## src/rtl/traffic_phase_timer.sv

```systemverilog
`default_nettype none
// +--------------------------------------------------------------------------+
// | Module      : traffic_phase_timer                                        |
// | Description : Phase timer for traffic_fsm. A prescaler builds 1 s ticks  |
// |               and a per-phase countdown is loaded from the FSM phase     |
// |               code. It drives second_cnt_pre_last / light_cnt_last back  |
// |               to the FSM.                                                |
// |               Optional feature macro: TRAFFIC_PED_EXTEND_EN (pedestrian  |
// |               extension of the RED phase, granted once per phase).       |
// | Revision    : 1.0 - initial release                                      |
// +--------------------------------------------------------------------------+
module traffic_phase_timer #(
  parameter int CLK_PER_SEC       = 1000,
  parameter int LIGHT_STATE_WIDTH = 3,
  parameter int LIGHT_CNT_WIDTH   = 8,
  parameter int GREEN_TIME        = 30,
  parameter int YELLOW_TIME       = 3,
  parameter int RED_TIME          = 33,
  parameter int PED_EXTRA         = 10
) (
  input  logic                         clk,
  input  logic                         rst_n,
  input  logic                         en,
  input  logic                         restart,
  input  logic [LIGHT_STATE_WIDTH-1:0] light_cnt_init,
  input  logic                         ped_req,
  output logic                         second_cnt_pre_last,
  output logic                         sec_tick,
  output logic                         light_cnt_last,
  output logic [LIGHT_CNT_WIDTH-1:0]   light_cnt_val,
  output logic                         init_err
);

  localparam int SEC_W = (CLK_PER_SEC > 2) ? $clog2(CLK_PER_SEC) : 1;

  localparam logic [SEC_W-1:0]             c_sec_pre    = SEC_W'(CLK_PER_SEC - 2);
  localparam logic [SEC_W-1:0]             c_sec_last   = SEC_W'(CLK_PER_SEC - 1);
  localparam logic [LIGHT_CNT_WIDTH-1:0]   c_green      = LIGHT_CNT_WIDTH'(GREEN_TIME);
  localparam logic [LIGHT_CNT_WIDTH-1:0]   c_yellow     = LIGHT_CNT_WIDTH'(YELLOW_TIME);
  localparam logic [LIGHT_CNT_WIDTH-1:0]   c_red        = LIGHT_CNT_WIDTH'(RED_TIME);
  localparam logic [LIGHT_CNT_WIDTH-1:0]   c_one        = LIGHT_CNT_WIDTH'(1);
  localparam logic [LIGHT_STATE_WIDTH-1:0] c_code_green = LIGHT_STATE_WIDTH'(1);
  localparam logic [LIGHT_STATE_WIDTH-1:0] c_code_yel   = LIGHT_STATE_WIDTH'(2);
  localparam logic [LIGHT_STATE_WIDTH-1:0] c_code_red   = LIGHT_STATE_WIDTH'(4);

  typedef enum logic [1:0] {
    S_IDLE  = 2'd0,
    S_LOAD  = 2'd1,
    S_RUN   = 2'd2,
    S_PAUSE = 2'd3
  } state_t;

  state_t                     state_q, state_d;
  logic [SEC_W-1:0]           sec_q, sec_d;
  logic [LIGHT_CNT_WIDTH-1:0] light_q, light_d;
  logic                       pre_last_q, pre_last_d;
  logic                       tick_q, tick_d;
  logic                       last_q, last_d;
  logic                       err_q, err_d;

  logic [LIGHT_CNT_WIDTH-1:0] w_dur;
  logic                       w_code_bad;
  logic                       w_advance;
  logic                       w_reload;
  logic [LIGHT_CNT_WIDTH-1:0] w_light_ext;

  // Phase code to duration; anything not one-hot GREEN/YELLOW/RED falls back to RED.
  always_comb begin
    w_dur      = c_red;
    w_code_bad = 1'b0;
    case (light_cnt_init)
      c_code_green: w_dur = c_green;
      c_code_yel:   w_dur = c_yellow;
      c_code_red:   w_dur = c_red;
      default:      w_code_bad = 1'b1;
    endcase
  end

  // Control FSM and counter next-state; every load (IDLE start or restart) happens on entry to LOAD.
  always_comb begin
    state_d   = state_q;
    sec_d     = sec_q;
    light_d   = light_q;
    err_d     = 1'b0;
    w_advance = 1'b0;
    w_reload  = 1'b0;

    case (state_q)
      S_IDLE: begin
        if (en) state_d = S_LOAD;
      end
      S_LOAD: begin
        if (restart)  state_d = S_LOAD;
        else if (en)  state_d = S_RUN;
        else          state_d = S_PAUSE;
      end
      S_RUN: begin
        if (restart)  state_d = S_LOAD;
        else if (!en) state_d = S_PAUSE;
        else          w_advance = 1'b1;
      end
      S_PAUSE: begin
        if (restart)  state_d = S_LOAD;
        else if (en)  state_d = S_RUN;
      end
      default: state_d = S_IDLE;
    endcase

    if (state_d == S_LOAD) begin
      sec_d   = '0;
      light_d = w_dur;
      err_d   = w_code_bad;
    end else if (w_advance) begin
      if (sec_q == c_sec_last) begin
        sec_d = '0;
        if (light_q == c_one) begin
          // Phase ends: the FSM has already presented the next phase code.
          light_d  = w_dur;
          err_d    = w_code_bad;
          w_reload = 1'b1;
        end else begin
          light_d = light_q - c_one;
        end
      end else begin
        sec_d = sec_q + SEC_W'(1);
      end
    end
  end

`ifdef TRAFFIC_PED_EXTEND_EN
  logic                       grant_q, grant_d;
  logic [LIGHT_CNT_WIDTH:0]   w_sum;

  // One saturating RED extension per phase; a reload into RED may take the request at once.
  always_comb begin
    grant_d     = grant_q;
    w_light_ext = light_d;
    w_sum       = {1'b0, light_d} + (LIGHT_CNT_WIDTH+1)'(PED_EXTRA);
    if ((state_d == S_LOAD) || w_reload) grant_d = 1'b0;
    if (w_advance && ped_req && (light_cnt_init == c_code_red) && (!grant_q || w_reload)) begin
      w_light_ext = w_sum[LIGHT_CNT_WIDTH] ? '1 : w_sum[LIGHT_CNT_WIDTH-1:0];
      grant_d     = 1'b1;
    end
  end

  // Grant flag register.
  always_ff @(posedge clk or negedge rst_n) begin
    if (!rst_n) grant_q <= 1'b0;
    else        grant_q <= grant_d;
  end
`else
  logic w_unused_ped;
  assign w_unused_ped = ped_req;
  assign w_light_ext  = light_d;
`endif

  // Status flags are decoded from the next counter values so they line up with the counters.
  always_comb begin
    pre_last_d = (state_d == S_RUN) && (sec_d == c_sec_pre);
    tick_d     = (state_d == S_RUN) && (sec_d == c_sec_last);
    last_d     = (state_d == S_RUN) && (w_light_ext == c_one);
  end

  // State, counter and status registers.
  always_ff @(posedge clk or negedge rst_n) begin
    if (!rst_n) begin
      state_q    <= S_IDLE;
      sec_q      <= '0;
      light_q    <= '0;
      pre_last_q <= 1'b0;
      tick_q     <= 1'b0;
      last_q     <= 1'b0;
      err_q      <= 1'b0;
    end else begin
      state_q    <= state_d;
      sec_q      <= sec_d;
      light_q    <= w_light_ext;
      pre_last_q <= pre_last_d;
      tick_q     <= tick_d;
      last_q     <= last_d;
      err_q      <= err_d;
    end
  end

  assign second_cnt_pre_last = pre_last_q;
  assign sec_tick            = tick_q;
  assign light_cnt_last      = last_q;
  assign light_cnt_val       = light_q;
  assign init_err            = err_q;

endmodule
`default_nettype wire

```

## config.mk

```make
export PLATFORM = sky130hd
export DESIGN_NAME = traffic_phase_timer
export DESIGN_NICKNAME = d
export VERILOG_FILES = /design/src/rtl/traffic_phase_timer.sv
export SDC_FILE = /design/constraint.sdc
export NUM_CORES = 1
export LEC_CHECK = 0
export CORE_MARGIN = 1.5
export CORE_UTILIZATION = 58
export CTS_CLUSTER_DIAMETER = 30
export DETAILED_ROUTE_END_ITERATION = 16
export PLACE_DENSITY = 0.95
export SLEW_MARGIN = 20
export SYNTH_ARGS = -nofsm -noshare
export SYNTH_HDL_FRONTEND = slang
export SYNTH_SLANG_ARGS = --single-unit
export TNS_END_PERCENT = 1
```

## constraint.sdc

```tcl
create_clock -name clk -period 3.9 [get_ports clk]
set_input_delay 0.78 -clock clk [delete_from_list [all_inputs] [get_ports clk]]
set_output_delay 0.78 -clock clk [all_outputs]
set_load 0.02 [all_outputs]
```

### Yosys cells after proc, flatten, opt, wreduce, memory -nomap -nowiden

Cells that the tools add are included.

* register bits: 24
* latch bits: 0
* bits in writable memories: 0
* memory bits (read-only): 0
* input bits: 8
* memories kept: 0

* add/subtract/negate cells: 2
* multiply operators: 0
* div/mod/pow operators: 0
* order comparisons: 0
* equality and inequality tests: 13
* shift-type cells: 0
* multiplexer cells: 24
* bitwise operators: 0
* reduce and logical (&&, ||, !) cells: 5

Operator list (number)
* $mux 8: 4
* $eq 10x10->1 const B: 3
* $mux 10: 3
* $eq 8x1->1 const B: 2
* $mux 2: 6
* $pmux 6 s2: 1
* $add 10x1->10 const B: 1
* $mux 1: 9
* $pmux 2 s4: 1
* $sub 8x1->8 const B: 1
* $eq 2x2->1 const B: 3
* $eq 2x1->1 const B: 2
* $eq 3x1->1 const B: 1
* $eq 3x2->1 const B: 1
* $eq 3x3->1 const B: 1
* $logic_and 1x1->1: 3
* $reduce_or 3->1: 1
* $logic_not 2->1: 1

### Longest topological paths before layout

Gate-level depths: netlist of run 1.

* depth in word-level cells: 8
* depth in mapped cells: 8
* gate-level depth less buffers: 8

### Worst setup path before layout of run 1

Ideal clock, no wire load.

* path kind: input to register
* start point: in restart
* end point: reg last_q (netlist: light_cnt_last)
* data arrival time: 2392 ps
* required time: 3804 ps
* setup slack: 1412 ps
* stages on the path: 8
* buffers on the path: 2
* path through: and4bb_1 buf_2 and4_1 buf_2 mux2i_1 a22oi_1 or4_4 nor4_2

* word-level cells in the longest chain between the ends: 6

RTL lines
* start: declaration: RTL line 24 `input logic restart,`
* $mux 2, or another cell as far along: RTL line 103 `if (restart) state_d = S_LOAD;`
* $pmux 2 s4 / $mux 1 (equally long branches): RTL line 88 `case (state_q)`
* $eq 2x1->1 / $mux 8 (equally long branches): RTL line 109, 113
* $mux 8 *: RTL line 109 `if (state_d == S_LOAD) begin`
* net light_d[1]: RTL line 55 `logic [LIGHT_CNT_WIDTH-1:0] light_q, light_d;`
* $eq 8x1->1 *: RTL line 161 `last_d = (state_d == S_RUN) && (w_light_ext == c_one);`
* $logic_and 1x1->1 *: RTL line 161
* net last_d: RTL line 58 `logic last_q, last_d;`
* end signal: assignment: RTL line 180 `last_q <= last_d;`
* end: declaration: RTL line 58

The timed path passes the listed nets; every way through them passes the cells marked *.

### Worst setup path in the final report of run 1

* start point: in en
* end point: reg last_q (netlist: light_cnt_last)

* word-level cells in the longest chain between the ends: 7

RTL lines
* start: declaration: RTL line 23 `input logic en,`
* $mux 2, or another cell as far along: RTL line 104 `else if (en) state_d = S_RUN;`
* $mux 2, or another cell as far along: RTL line 103
* $pmux 2 s4 / $mux 1 (equally long branches): RTL line 88
* $eq 2x1->1 / $mux 8 (equally long branches): RTL line 109, 113
* $mux 8 *: RTL line 109
* net light_d[1]: RTL line 55
* $eq 8x1->1 *: RTL line 161
* $logic_and 1x1->1 *: RTL line 161
* net last_d: RTL line 58

Marked as above.

==> results of run 1 <==
-- power groups by stage --
stage	combinational (W)	clock (W)	sequential (W)
finish	0.000116	0.000142	0.000277
global route	0.000127	0.000147	0.000279
CTS	0.000117	0.000141	0.000277
detailed placement	0.000115	0	0.000282
global placement	0.000113	0	0.000281
floorplan	0.0000574	0	0.000289
-- final timing paths --
kind / startpoint / end / depth (start not counted)
setup / recovery: en / light_cnt_last$_DFF_PN0_ / 7
hold / removal: rst_n / second_cnt_pre_last$_DFF_PN0_ / 1
setup reg to reg: sec_q[0]$_DFF_PN0_ / light_cnt_last$_DFF_PN0_ / 7
hold reg to reg: state_q[0]$_DFF_PN0_ / state_q[0]$_DFF_PN0_ / 1
max in group asynchronous: rst_n / sec_q[0]$_DFF_PN0_ / 1
min in group clk: state_q[0]$_DFF_PN0_ / state_q[0]$_DFF_PN0_ / 1
-- area by class of cell --
| type | instances | area [um2] | share of cell area [%] |
|---|---|---|---|
| Inverter | 5 | 18.8 | 1.11 |
| Multi-Input combinational cell | 127 | 830 | 48.9 |
| Clock buffer | 4 | 36.3 | 2.14 |
| Sequential cell | 24 | 601 | 35.4 |
| Timing Repair Buffer | 18 | 175 | 10.3 |
| Tap cell | 30 | 37.5 | 2.21 |
-- through the flow --
step	total power (W)	setup slack (ns)	utilization, %
CTS	0.000535	0.955	70.0
detailed placement	0.000397	0.611	68.5
finish	0.000535	0.940	69.8
floorplan	0.000347	1.41	-
global placement	0.000393	0.678	68.5
global route	0.000553	0.829	69.8
-- cell families after synthesis --
group,count (synthesis)
AOI/OAI and AO/OA,32
xor gates and xnor gates,9
adders and majority gates,3
buffers and inverters,9
DFF,24
muxes,4
and+or+nand+nor,79
-- cell usage after synthesis, types with 2 or more instances --
cell type	n	area, um2
and4_1	3	26.3
xor2_1	5	43.8
o31a_1	2	17.5
nor2_1	23	86.3
nand3_1	5	25.0
or3_1	4	25.0
ha_1	3	37.5
buf_2	3	15.0
nor3_1	2	10.0
or4_1	3	22.5
dfrtp_1	24	601
nand2b_1	3	18.8
nand2_1	17	63.8
mux2i_1	3	30.0
inv_1	5	18.8
xnor2_1	4	35.0
o21ai_0	6	30.0
o22ai_1	3	18.8
a211oi_1	5	37.5
nor4_1	2	12.5
a21oi_1	8	40.0
-- worst max-delay path: stages --
cell and delay [ns]:
clkdlybuf4s50_1 0.57, and4bb_1 0.43, nand4_2 0.33, o21ai_4 0.30
a22oi_1 0.15, or4_4 0.52, nor4_2 0.14
-- per-layer routing --
layer / up-vias / part of all wire [%]
li1: 621 / -
met1: 644 / 44
met2: 48 / 48
met3: 9 / 5.2
met4: 0 / 2.6
met5: - / 0
-- sequential cells by signal (all words and copies together) (netlist names) --
name and count:
sec_q 10, light_cnt_val 8, state_q 2, init_err 1, light_cnt_last 1, sec_tick 1, second_cnt_pre_last 1
==> flow_summary.toml, run 1 <==
[outcome]
status = "complete, no violations"

[place]
numPortBuffers = 18
dpl.cell_count = 204
dpl_cell_area_mm2 = 0.00167
hpwlAfterDp_um = 2520
gp_congestion = 0.887

[routing]
finalWirelength_um = 3490
drc = 0
drt_pass1_iterations = 4
vias = 1322
ant_nets = 0
routedWlPerCell_um = 16.8
dr.first_iter.drc_count = 52
vias_per_cell = 6.36

[global_route]
grt_usage_pct = 26.5
grt_max_degree = 25
antenna_found_initial = 0
grt_overflow = 0
grt_pass1_vias = 1220
use_met1_pct = 35.3
met3_usage_pct = 3.11
grt_pass1_wl_um = 5450
met2_usage_pct = 42.6
grt_busiest_layer = "met2"

[job]
drv_cap = 0

[finish]
diodes = 0
stdcell_count = 208
area_growth_pct = 15.7
fin_nets = 190
drive_gt1_share_pct = 7.87
most-common-layout-cells = "dfrtp_1, nor2_1, nand2_1, clkdlybuf4s50_1, a21oi_1"
n_fill_cell = 199
final_area_mm2 = 0.00170
layout_commonest_cell = "dfrtp_1"

[synth]
synth_compound_area_share_pct = 14.9
syn_area_mm2 = 0.00147
synth-seq-cells = 24
synthCells = 160
synth_fa_ha_area_share_pct = 2.56
avgSynthCellArea_um2 = 9.17
synth_top_family_by_area = "simple AND/OR/NAND/NOR gates"
async_reset_ff_share_pct = 100
synth_fp_nets = 171
synthDistinctLibCells = 48
yosys.area_share.xor_xnor_pct = 5.37
seq_area_frac_synth_pct = 40.9
synth.area.mux_share_pct = 2.81
synth_edf_count = 0
synth-simple-area-share_pct = 30.9
synth_warnings = 0
synth_flop_cell = "dfrtp_1"

[clocking]
cts.sinks = 24
postCtsResizedCells = 0
htree_levels = 1
cts_tree = "done"
holdBufCountCts = 0
post_cts_buffers = 0
cts-root-buf = "clkbuf_4"
cts_buffers = 3
clockBufferDepth = 2
cts.clk_slew.worst_paths_ns = 0.14
clock_latency_ns = 0.34

[worst_setup_path]
cp-start-kind = "input port"
cp.arrival_ns = 3.23
path_class = "in -> reg"
critPathMaxFanout = 9
crit_path_end_kind = "flip-flop"
cp.required_ns = 4.17
reg2reg_slack_ns = 1.25

[sta]
setup_viol = 0
maxSlewViolCount = 0
slew_headroom_pct = 50.5
fmax_mhz = 338
skew_ns = 0.0104
whs_ns = 0.389
fin_crit_sh_pct = 75.9
rsz0062_at_grt = "false"
hold_viol = 0
fin_tns_setup_ns = 0
period_needed_ns = 2.96
worst_slew_pin_slew_ns = 0.721

[die]
initial_core_util_pct = 60.3
die-height_um = 53.3
rows = 18
dieArea_mm2 = 0.00284
ios = 20
core_area_mm2 = 0.00243
fp.dieW_um = 53.3

[power_and_ir_drop]
clkPwrFrac_pct = 26.5
vdd_ir_drop_max_v = 0.000178
pwr_density_cell_mw_per_mm2 = 315
pwr-share-comb_pct = 21.8
netSwitchingFraction_pct = 31.3
p_leak_nw = 0.673
p_seq_share_pct = 51.8
p_switching_w = 0.000168
internal_power_w = 0.000367

[hold_path]
hold_path_class = "in -> async"
No activity file was read; power rests on OpenSTA's default activity.
==> inputs of run 2 (changes only) <==
--- a/config.mk
+++ b/config.mk
@@ -6,10 +6,10 @@
 export NUM_CORES = 1
 export LEC_CHECK = 0
 export CORE_MARGIN = 1.5
-export CORE_UTILIZATION = 58
+export CORE_UTILIZATION = 54
 export CTS_CLUSTER_DIAMETER = 30
 export DETAILED_ROUTE_END_ITERATION = 16
-export PLACE_DENSITY = 0.95
+export PLACE_DENSITY = 0.91
 export SLEW_MARGIN = 20
 export SYNTH_ARGS = -nofsm -noshare
 export SYNTH_HDL_FRONTEND = slang
==> constraint.sdc (replaced) <==
create_clock -name clk -period 3.1 [get_ports clk]
set_input_delay 0.62 -clock clk [delete_from_list [all_inputs] [get_ports clk]]
set_output_delay 0.62 -clock clk [all_outputs]
set_load 0.02 [all_outputs]
==> run 2 against run 1 <==
Against the previous run: clock-buffer cell count fell by 1; sequential cell count did not move; die area rose by 7.0%; sequential share of layout area fell by 1.0 points; sequential power rose by 26%; hold slack improved by 0.18 ns; combinational power rose by 31%; power rose by 36%; highest routed layer unchanged; via count rose by 0.53%; register-to-register slack got worse by 0.88 ns.
==> flow_summary.toml, run 2 (synthesis gave the netlist of run 1 again) <==
[finish]
regMostFlops = "sec_q"
fin_util_pct = 69.3
largest_register_ffs = 10
area_growth_pct = 19.2
most-common-layout-cells = "dfrtp_1, nor2_1, clkdlybuf4s50_1, nand2_1, a21oi_1"
drive_gt1_share_pct = 9.34
n_fill_cell = 204
diodes = 0
layout_commonest_cell = "dfrtp_1"
seq_area_um2 = 601
multi_input_area_um2 = 830
fin_nets = 194

[global_route]
grt_max_degree = 25
grt_pass1_vias = 1213
grt_overflow = 0
grt_usage_pct = 25.2
grt_pass1_wl_um = 5340
antenna_found_initial = 0

[clocking]
cts_tree = "done"
cts_buffers = 3
clock_latency_ns = 0.32
post_cts_buffers = 0
clockBufferDepth = 2
cts.sinks = 24
holdBufCountCts = 0
cts-root-buf = "clkbuf_4"
postCtsResizedCells = 0
htree_levels = 1
cts.clk_slew.worst_paths_ns = 0.13

[die]
die-height_um = 55.1
fp.dieW_um = 55.1
dieArea_mm2 = 0.00304
ios = 20
initial_core_util_pct = 58.2
core_area_mm2 = 0.00252
rows = 18

[hold_path]
hold_path_class = "reg -> reg"

[worst_setup_path]
path_cells = "ha_1 -> nor4bb_1 -> and4_1 -> mux2i_1 -> a22oi_1 -> or4_4 -> nor4_2"
worst_path_max_delay_cell = "or4_4"
crit_path_end_kind = "flip-flop"
cp-start-kind = "flip-flop"
cp.required_ns = 3.34
crit_path_max_incr_delay_ns = 0.53
cp.arrival_ns = 2.97
path_class = "reg -> reg"
critPathMaxFanout = 8

[routing]
routedWlPerCell_um = 16.0
vias = 1329
dr.first_iter.drc_count = 48
drc = 0
finalWirelength_um = 3390
vias_per_cell = 6.27
ant_nets = 0
drt_pass1_iterations = 4

[power_and_ir_drop]
clkPwrFrac_pct = 31.3
pwr_density_cell_mw_per_mm2 = 417
pwr-share-comb_pct = 20.9
p_leak_nw = 0.699
vdd_ir_drop_max_v = 0.000320
internal_power_w = 0.000525
p_switching_w = 0.000205
netSwitchingFraction_pct = 28.1
p_seq_share_pct = 47.8

[sta]
worst_slew_pin_slew_ns = 0.679
fin_tns_setup_ns = 0
maxSlewViolCount = 0
skew_ns = 0.00252
hold_viol = 0
period_needed_ns = 2.73
slew_headroom_pct = 53.4
fmax_mhz = 366
fin_crit_sh_pct = 88.1
setup_viol = 0
rsz0062_at_grt = "false"

[job]
drv_cap = 0

[place]
gp_congestion = 0.891
numPortBuffers = 18
hpwlAfterDp_um = 2510

[outcome]
status = "complete, no violations"
run 2: cell count changes in the layout (fill, tap and decap cells not counted), sizes merged:
| cell | before | now |
|---|---|---|
| buf | 1 | 4 |
| bufinv | 0 | 1 |
| clkdlybuf4s50 | 17 | 18 |
| clkbuf | 4 | 3 |
run 2: final timing paths:
path / start / end / slack, ns / cells past startpoint
worst max-delay path: sec_q[0]$_DFF_PN0_ / light_cnt_last$_DFF_PN0_ / 0.37 / 7
worst min-delay path: state_q[0]$_DFF_PN0_ / state_q[0]$_DFF_PN0_ / 0.57 / 1
worst max register to register: sec_q[0]$_DFF_PN0_ / light_cnt_last$_DFF_PN0_ / 0.37 / 7
worst min register to register: state_q[0]$_DFF_PN0_ / state_q[0]$_DFF_PN0_ / 0.57 / 1
max in group asynchronous: rst_n / light_cnt_val[1]$_DFF_PN0_ / 2.22 / 2
min in group asynchronous: rst_n / sec_tick$_DFF_PN0_ / 0.64 / 2
run 2: routing by layer:
layer | wire [um] | GRT usage (%)
met1 | 1520 | 33.4
met4 | 100 | 15.9
met5 | 0 | 0
met3 | 236 | 4.57
met2 | 1530 | 37.9
run 2: cell type report:
cell class | instances | area share [%]
sequential | 24 | 34.3
clock buffer | 3 | 1.29
timing repair buffer | 22 | 12.0
clock inverter | 1 | 1.72
inverter | 5 | 1.07
tap | 30 | 2.15
multi-input combinational | 127 | 47.4
run 2: critical path: cells and delay by family (launching register included):
| family | cells | cell delay (ns) |
|---|---|---|
| fa+ha+maj | 1 | 0.28 |
| compound gates | 1 | 0.13 |
| flops | 1 | 0.43 |
| simple gates | 4 | 1.59 |
| mux | 1 | 0.22 |
run 2: power groups by stage:
stage	registers (W)	clock network (W)	logic, W
final	0.000349	0.000229	0.000152
after global routing	0.000351	0.000248	0.000165
after CTS	0.000348	0.000237	0.000151
after detailed placement	0.000354	0	0.000149
after global placement	0.000352	0	0.000145
after floorplan	0.000364	0	0.0000722
run 2: per-stage QoR:
stage	total power, W	instance area [um2]	hold slack (ns)	setup slack (ns)	std cells
floorplan	0.000436	1470	0.324	0.697	160
global placement	0.000496	1700	0.503	0.189	208
detailed placement	0.000503	1700	0.537	0.132	208
CTS	0.000736	1750	0.573	0.411	212
global route	0.000763	1750	0.584	0.230	212
finish	0.000730	1750	0.570	0.370	212
